===== config.mk =====
export PLATFORM = sky130hd
export DESIGN_NAME = cv32e40p_err_aggregator
export DESIGN_NICKNAME = d
export VERILOG_FILES = /design/src/rtl/cv32e40p_err_aggregator.sv
export SDC_FILE = /design/constraint.sdc
export NUM_CORES = 1
export LEC_CHECK = 0
export ABC_AREA = 1
export CAP_MARGIN = 10
export CORE_ASPECT_RATIO = 1.75
export CORE_MARGIN = 8
export CORE_UTILIZATION = 50
export CTS_CLUSTER_DIAMETER = 40
export DETAILED_ROUTE_END_ITERATION = 7
export PLACE_DENSITY_LB_ADDON = 0.2
export SYNTH_ARGS = -nofsm -noshare
export SYNTH_HDL_FRONTEND = slang
export SYNTH_SLANG_ARGS = --single-unit
export TNS_END_PERCENT = 1

===== constraint.sdc =====
create_clock -name clk_i -period 4.9 [get_ports clk_i]
set_clock_uncertainty 0.05 [all_clocks]
set_input_delay 1.225 -clock clk_i [delete_from_list [all_inputs] [get_ports clk_i]]
set_output_delay 1.225 -clock clk_i [all_outputs]
set_load 0.005 [all_outputs]

===== src/rtl/cv32e40p_err_aggregator.sv =====
// ----------------------------------------------------------------------------
// cv32e40p_err_aggregator
//
// Collects per-source error pulses (TMR mismatch, ECC, memory errors) into
// sticky status flags and per-source saturating event counters. It also
// captures the first recorded source and raises an interrupt through a small
// IDLE/ALERT/SERVICED state machine.
//
// Parameters
//   NUM_SRC  number of error sources (1..32)
//   CNT_W    width of each per-source event counter (2..16)
//   SEL_W    readout select / source index width, max(1, clog2(NUM_SRC))
//
// Ports
//   clk_i          clock, all state updates on the rising edge
//   rst_ni         asynchronous active-low reset
//   err_i          per-source error pulses, one event per asserted cycle
//   mask_i         1 = ignore that source entirely
//   clr_i          single-cycle clear of status, counters, first capture, fatal
//   irq_ack_i      interrupt acknowledge
//   rd_sel_i       counter readout select
//   rd_cnt_o       counter of source rd_sel_i, 0 when out of range
//   status_o       sticky per-source error flags
//   first_valid_o  first-error capture valid
//   first_id_o     index of the first recorded source
//   irq_o          error interrupt request (asserted in ALERT)
//   fatal_o        sticky: some counter saturated
// ----------------------------------------------------------------------------
module cv32e40p_err_aggregator #(
    parameter int NUM_SRC = 4,
    parameter int CNT_W   = 8,
    localparam int SEL_W  = (NUM_SRC > 1) ? $clog2(NUM_SRC) : 1
) (
    input  logic               clk_i,
    input  logic               rst_ni,
    input  logic [NUM_SRC-1:0] err_i,
    input  logic [NUM_SRC-1:0] mask_i,
    input  logic               clr_i,
    input  logic               irq_ack_i,
    input  logic [SEL_W-1:0]   rd_sel_i,
    output logic [CNT_W-1:0]   rd_cnt_o,
    output logic [NUM_SRC-1:0] status_o,
    output logic               first_valid_o,
    output logic [SEL_W-1:0]   first_id_o,
    output logic               irq_o,
    output logic               fatal_o
);

    localparam logic [CNT_W-1:0] CNT_MAX = '1;

    typedef enum logic [1:0] {
        IDLE     = 2'd0,
        ALERT    = 2'd1,
        SERVICED = 2'd2
    } state_t;

    // Masked sources are invisible to every piece of state below.
    logic [NUM_SRC-1:0] eff;
    logic               eff_any;

    assign eff     = err_i & ~mask_i;
    assign eff_any = |eff;

    // ------------------------------------------------------------------------
    // Per-source saturating counters
    // ------------------------------------------------------------------------
    logic [NUM_SRC-1:0][CNT_W-1:0] cnt_all;
    logic [NUM_SRC-1:0]            sat_next;

    genvar gi;
    generate
        for (gi = 0; gi < NUM_SRC; gi++) begin : g_src
            logic [CNT_W-1:0] cnt_reg;
            logic [CNT_W-1:0] cnt_next;

            // A clear in the same cycle as an event restarts the count at 1,
            // so the event is not lost.
            always_comb begin
                cnt_next = cnt_reg;
                if (clr_i) begin
                    cnt_next = eff[gi] ? CNT_W'(1) : '0;
                end else if (eff[gi] && (cnt_reg != CNT_MAX)) begin
                    cnt_next = cnt_reg + CNT_W'(1);
                end
            end

            always_ff @(posedge clk_i or negedge rst_ni) begin
                if (!rst_ni) begin
                    cnt_reg <= '0;
                end else begin
                    cnt_reg <= cnt_next;
                end
            end

            assign cnt_all[gi]  = cnt_reg;
            assign sat_next[gi] = (cnt_next == CNT_MAX);
        end
    endgenerate

    // Readout mux; out-of-range selects read as zero.
    always_comb begin
        rd_cnt_o = '0;
        for (int i = 0; i < NUM_SRC; i++) begin
            if (int'(rd_sel_i) == i) begin
                rd_cnt_o = cnt_all[i];
            end
        end
    end

    // ------------------------------------------------------------------------
    // Status, fatal and first-error capture
    // ------------------------------------------------------------------------
    logic [NUM_SRC-1:0] status_reg, status_next;
    logic               fatal_reg, fatal_next;
    logic               first_valid_reg, first_valid_next;
    logic [SEL_W-1:0]   first_id_reg, first_id_next;
    logic [SEL_W-1:0]   lowest_id;

    // Lowest set index wins: scan downwards so the last hit is the lowest.
    always_comb begin
        lowest_id = '0;
        for (int i = NUM_SRC - 1; i >= 0; i--) begin
            if (eff[i]) begin
                lowest_id = SEL_W'(i);
            end
        end
    end

    always_comb begin
        logic             base_valid;
        logic [SEL_W-1:0] base_id;

        status_next = clr_i ? eff : (status_reg | eff);

        // Saturation can only be reached by counting, never right after a
        // clear (counter is then at most 1), so fatal restarts cleanly.
        fatal_next = (fatal_reg & ~clr_i) | (|sat_next);

        // Clear is applied first, then the current cycle may capture anew.
        base_valid = first_valid_reg & ~clr_i;
        base_id    = clr_i ? '0 : first_id_reg;
        if (!base_valid && eff_any) begin
            first_valid_next = 1'b1;
            first_id_next    = lowest_id;
        end else begin
            first_valid_next = base_valid;
            first_id_next    = base_id;
        end
    end

    always_ff @(posedge clk_i or negedge rst_ni) begin
        if (!rst_ni) begin
            status_reg      <= '0;
            fatal_reg       <= 1'b0;
            first_valid_reg <= 1'b0;
            first_id_reg    <= '0;
        end else begin
            status_reg      <= status_next;
            fatal_reg       <= fatal_next;
            first_valid_reg <= first_valid_next;
            first_id_reg    <= first_id_next;
        end
    end

    // ------------------------------------------------------------------------
    // Interrupt state machine
    // ------------------------------------------------------------------------
    state_t state_reg, state_next;

    always_ff @(posedge clk_i or negedge rst_ni) begin
        if (!rst_ni) begin
            state_reg <= IDLE;
        end else begin
            state_reg <= state_next;
        end
    end

    // A new error always (re)enters ALERT, which takes priority over both
    // acknowledge and clear in the same cycle.
    always_comb begin
        state_next = state_reg;
        case (state_reg)
            IDLE: begin
                if (eff_any) begin
                    state_next = ALERT;
                end
            end
            ALERT: begin
                if (eff_any) begin
                    state_next = ALERT;
                end else if (irq_ack_i) begin
                    state_next = SERVICED;
                end else if (clr_i) begin
                    state_next = IDLE;
                end
            end
            SERVICED: begin
                if (eff_any) begin
                    state_next = ALERT;
                end else if (clr_i) begin
                    state_next = IDLE;
                end
            end
            default: begin
                state_next = IDLE;
            end
        endcase
    end

    assign irq_o         = (state_reg == ALERT);
    assign status_o      = status_reg;
    assign fatal_o       = fatal_reg;
    assign first_valid_o = first_valid_reg;
    assign first_id_o    = first_id_reg;

endmodule

## After elaboration in Yosys (flattened, before gate mapping)

Cells that the tools add are included.

- Bitwise gates (word level): 7
- Reduce and logical (&&, ||, !) cells: 11
- Add/subtract/negate cells: 4
- Equal/unequal tests: 14
- Mux-type cells: 30

Operators with widths:

| cell | number |
|---|---|
| two-way mux 8 bit | 12 |
| adder 8 x 1 -> 8 bit, second input constant | 4 |
| equality test 8 bit, second input constant | 4 |
| != test 8 bit, second input constant | 4 |
| two-way mux 2 bit | 11 |
| OR reduction 4 bit | 2 |
| equality test 2 bit, second input constant | 3 |
| one-hot mux 2 bit (3 select lines) | 1 |
| logical AND 1 bit | 5 |
| two-way mux 1 bit | 5 |
| bitwise AND 4 bit | 1 |
| equality test 2 x 1 -> 1 bit, second input constant | 2 |
| logical NOT 2 bit | 2 |
| two-way mux 4 bit | 1 |
| inverter 4 bit | 1 |
| bitwise OR 4 bit | 1 |
| bitwise AND 1 bit | 2 |
| != test 2 bit, second input constant | 1 |
| nonzero test 2 bit | 1 |
| logical NOT 1 bit | 1 |
| inverter 1 bit | 1 |
| bitwise OR 1 bit | 1 |

- Flip-flop bits (word level): 42
- Output and inout bits: 17

## Depth between registers and ports, before layout

- Word-level depth: 8
- Depth in mapped cells: 13

## Worst setup path after synthesis

Ideal clock, no wire load.

- Path kind: input to output
- Start point: input rd_sel_i[1]
- End point: output rd_cnt_o[0]
- Path slack: 1.890 ns
- Arrival time: 1.735 ns
- Stages: 4
- Path through: inv_1 > nor2_1 > a21oi_1 > o21ai_0

- Word-level cells in the longest chain between the ends: 5
- Elaborated cells between the ends (all ways): 8
- Classes of those cells: eq/ne: 3; mux: 4; reduce/logical: 1

RTL lines:

| element | RTL line | RTL |
|---|---|---|
| start: declaration | 40 | `input logic [SEL_W-1:0] rd_sel_i,` |
| logical NOT 2 bit | 104 | `if (int'(rd_sel_i) == i) begin` |
| two-way mux 8 bit (3 in a row) | 104 |  |
| two-way mux 8 bit * | 104 |  |
| end: declaration | 41 | `output logic [CNT_W-1:0] rd_cnt_o,` |

Mark *: on every way between the ends. The rest lies on a longest branch, timed or not.

## Final worst setup path

Ends and elaborated chain as after synthesis.

==> flow_summary_export.csv <==
group,metric,value,unit
clock_network,clock_latency,0.29,ns
finish,antenna_cells,0,
synthesis,ys_types,29,
detailed_routing,routedWlPerCell,13.60,um
detailed_routing,dr.first_iter.drc_count,161,
finish,instances_no_fill,546,
timing,setup_slack,0.5837,ns
clock_network,cts_hold_buf,0,
synthesis,ys_ff_latch,42,
synthesis,syn_nets,453,
global_routing,grt_first_pass_wirelength,12.68,mm
timing,setup_viol,0,
global_routing,overflow,0,
synthesis,syn_inst,435,
clock_network,clock_path_buffers,2,
finish,multi_input_comb_area,1555,um^2
clock_network,numClockSinks,42,
synthesis,yosys.area_share.simple,41.22,%
global_routing,grtUsageTotal,18.16,%
clock_network,cts.clk_slew.worst_paths,0.08,ns
floorplanning,dieArea,8711,um^2
finish,final_common_cell,"nand2_1",
finish,n_fill_cell,563,
timing,slew_headroom,34.12,%
detailed_routing,first_pass_iters,4,
synthesis,yosys_warnings,0,
global_routing,antenna_found_initial,0,
clock_network,cts-resized-gates,0,
placed_design,gp_congestion,0.9278,
detailed_routing,drc,0,
floorplanning,die_h,117.6,um
clock_network,numCtsBuffers,5,
timing,hold_slack,0.3937,ns
floorplanning,rows,37,
worst_setup_path,crit_slowest_cell,"clkdlybuf4s50_1",
synthesis,synth-compound-area-share,7.167,%
synthesis,ys_seq_area_share,35.62,%
synthesis,synthMuxAreaShare,0,%
clock_network,htreeDepth,2,
flow_run,maxCapViolCount,0,
finish,area_growth,16.28,%
timing,grt_setup_unrepaired,"false",
floorplanning,io_pins,31,
timing,max_freq,231.7,MHz
power_and_ir_drop,cellPowerDensity,238.8,nW/um^2
run_status,status,"complete, no violations",
worst_setup_path,startpoint_type,"primary input",
detailed_routing,via_count,2802,
global_routing,grt_pass1_vias,2849,
timing,setup_tns,0,ns
timing,hold_viol,0,
synthesis,syn_area,2950,um^2
worst_setup_path,cpPeakStageDelay,0.57,ns
clock_network,cts_root_buf,"clkbuf_8",
worst_setup_path,path_cells,"clkdlybuf4s50_1 -> inv_1 -> nor2_1 -> a21oi_1 -> o21ai_0 -> clkdlybuf4s50_1",
power_and_ir_drop,peakVddDrop,0.1703,mV
finish,finalNetCount,486,
worst_setup_path,cp_max_fo,8,
hold_path,min_path_type,"reg -> reg",
floorplanning,die_width,74.07,um
clock_network,post_cts_buffers,0,
timing,drv_slew,0,
worst_setup_path,cp-end-kind,"primary output",
detailed_routing,antenna_left,0,
synthesis,synthXorXnorAreaFrac,2.629,%
worst_setup_path,required,3.62,ns
detailed_routing,wl,7.428,mm
timing,finalCriticalPeriod,4.316,ns
synthesis,synthAdderAreaFrac,1.696,%
floorplanning,core_area,5787,um^2
placed_design,dp_slack,0.6170,ns
detailed_routing,via_per_inst,5.132,
finish,mostFrequentLayoutCells,"nand2_1 (123), inv_1 (74), nand3_1 (44), nor2_1 (43), dfrtp_1 (42)",
finish,largest_reg_flops,32,
finish,seqCellArea,1051,um^2
worst_setup_path,setup.worst_path.start,"rd_sel_i[1]",
worst_setup_path,r2r-start,"g_src[2].cnt_reg[0]",
global_routing,grt_start_max_net_pins,43,
hold_path,worstHoldStart,"state_reg[0]",
placed_design,dp_cells,539,
timing,post-route-period-util,88.09,%
placed_design,dp_hpwl,5.849,mm
power_and_ir_drop,p_leak,0.001729,uW
worst_setup_path,arrival,3.04,ns
floorplanning,start_util,50.98,%
worst_setup_path,path_class,"in -> out",
synthesis,synth_area_per_cell,6.782,um^2
synthesis,synth_top_family_by_area,"simple AND/OR/NAND/NOR gates",
placed_design,portBuffers,30,
finish,layout-drive-gt1-share,11.54,%
timing,worstMarginPinSlew,0.9882,ns
clock_network,cts_tree,"done",
worst_setup_path,path_common_cell,"clkdlybuf4s50_1",
## metal layers
| layer | track usage, % | up-vias | share of wire (%) |
|---|---|---|---|
| met1 | 19.20 | 1308 | 40 |
| met3 | 2.816 | 19 | 3.1 |
| li1 | - | 1414 | - |
| met4 | 8.816 | 0 | 3.6 |
| met2 | 32.63 | 61 | 53 |
| met5 | 0 | - | 0 |
## cell usage after synthesis
library cell / number / share of area (%)
buf_4: 3 / 0.76
ha_1: 4 / 1.7
o21ai_1: 1 / 0.17
nand3b_1: 5 / 1.3
nand4_1: 8 / 1.7
nor2_1: 43 / 5.5
inv_1: 74 / 9.4
nor2_4: 7 / 2.7
dfrtp_1: 42 / 36
inv_2: 9 / 1.1
nand2_4: 4 / 1.5
o22ai_1: 6 / 1.3
nand2_2: 7 / 1.5
nand2_1: 123 / 16
xnor2_1: 4 / 1.2
nand3_1: 44 / 7.5
xor2_2: 1 / 0.55
nand3_2: 5 / 1.7
nor2_2: 10 / 2.1
o21ai_0: 12 / 2.0
o2111ai_1: 1 / 0.30
buf_2: 2 / 0.34
o21ai_4: 1 / 0.55
a21oi_1: 12 / 2.0
o31ai_1: 1 / 0.25
xor2_1: 3 / 0.89
nor3_1: 1 / 0.17
o211ai_1: 1 / 0.25
a21oi_2: 1 / 0.30
## layout make-up
cell class                 instances  share of cell area, %
clock buffer                       6                  2.407
clock inverter                     1                 0.8753
inverter                          83                  9.081
multi-input combinational        305                  45.33
sequential                        42                  30.63
tap                               78                  2.845
timing repair buffer              31                  8.826
## cells by family (layout without fill, tap and decap cells)
kind of cell	Yosys count	in the layout
XOR/XNOR	8	8
AO/OA/AOI/OAI	36	36
adder cells (fa/ha/maj)	4	4
buffers and inverters	88	121
flip-flops	42	42
AND/OR/NAND/NOR	257	257
## where the power goes
group	total [uW]	switching (uW)	internal (uW)
logic	152	88.8	62.8
registers	388	21.4	366
clock network	280	117	163
## stage by stage
step / total power (uW) / utilization, % / area [um^2]
2_1_floorplan: 478.7 / - / 2950
3_3_place_gp: 543.3 / 57.34 / 3318
3_5_place_dp: 546.2 / 57.34 / 3318
4_1_cts: 826.8 / 59.29 / 3431
5_1_grt: 860.1 / 59.29 / 3431
6_report: 819.2 / 59.29 / 3431
## worst max-delay path: cells and delay by family
family | cells | cell delay, ns
compound gates | 2 | 0.30
buf+inv | 3 | 1.13
simple gates | 1 | 0.38
## path summary, 6_finish.rpt
kind                                        to  slack (ns)  depth (start not counted)
min                               state_reg[0]        0.39                          1
min in group asynchronous  g_src[1].cnt_reg[5]        1.03                          1
min reg2reg                       state_reg[0]        0.39                          1
max reg2reg                            fatal_o        2.98                         12
max in group asynchronous  g_src[3].cnt_reg[0]        3.14                          1
max                                rd_cnt_o[0]        0.58                          6
Note: power is estimated with default switching activity, not from simulation.
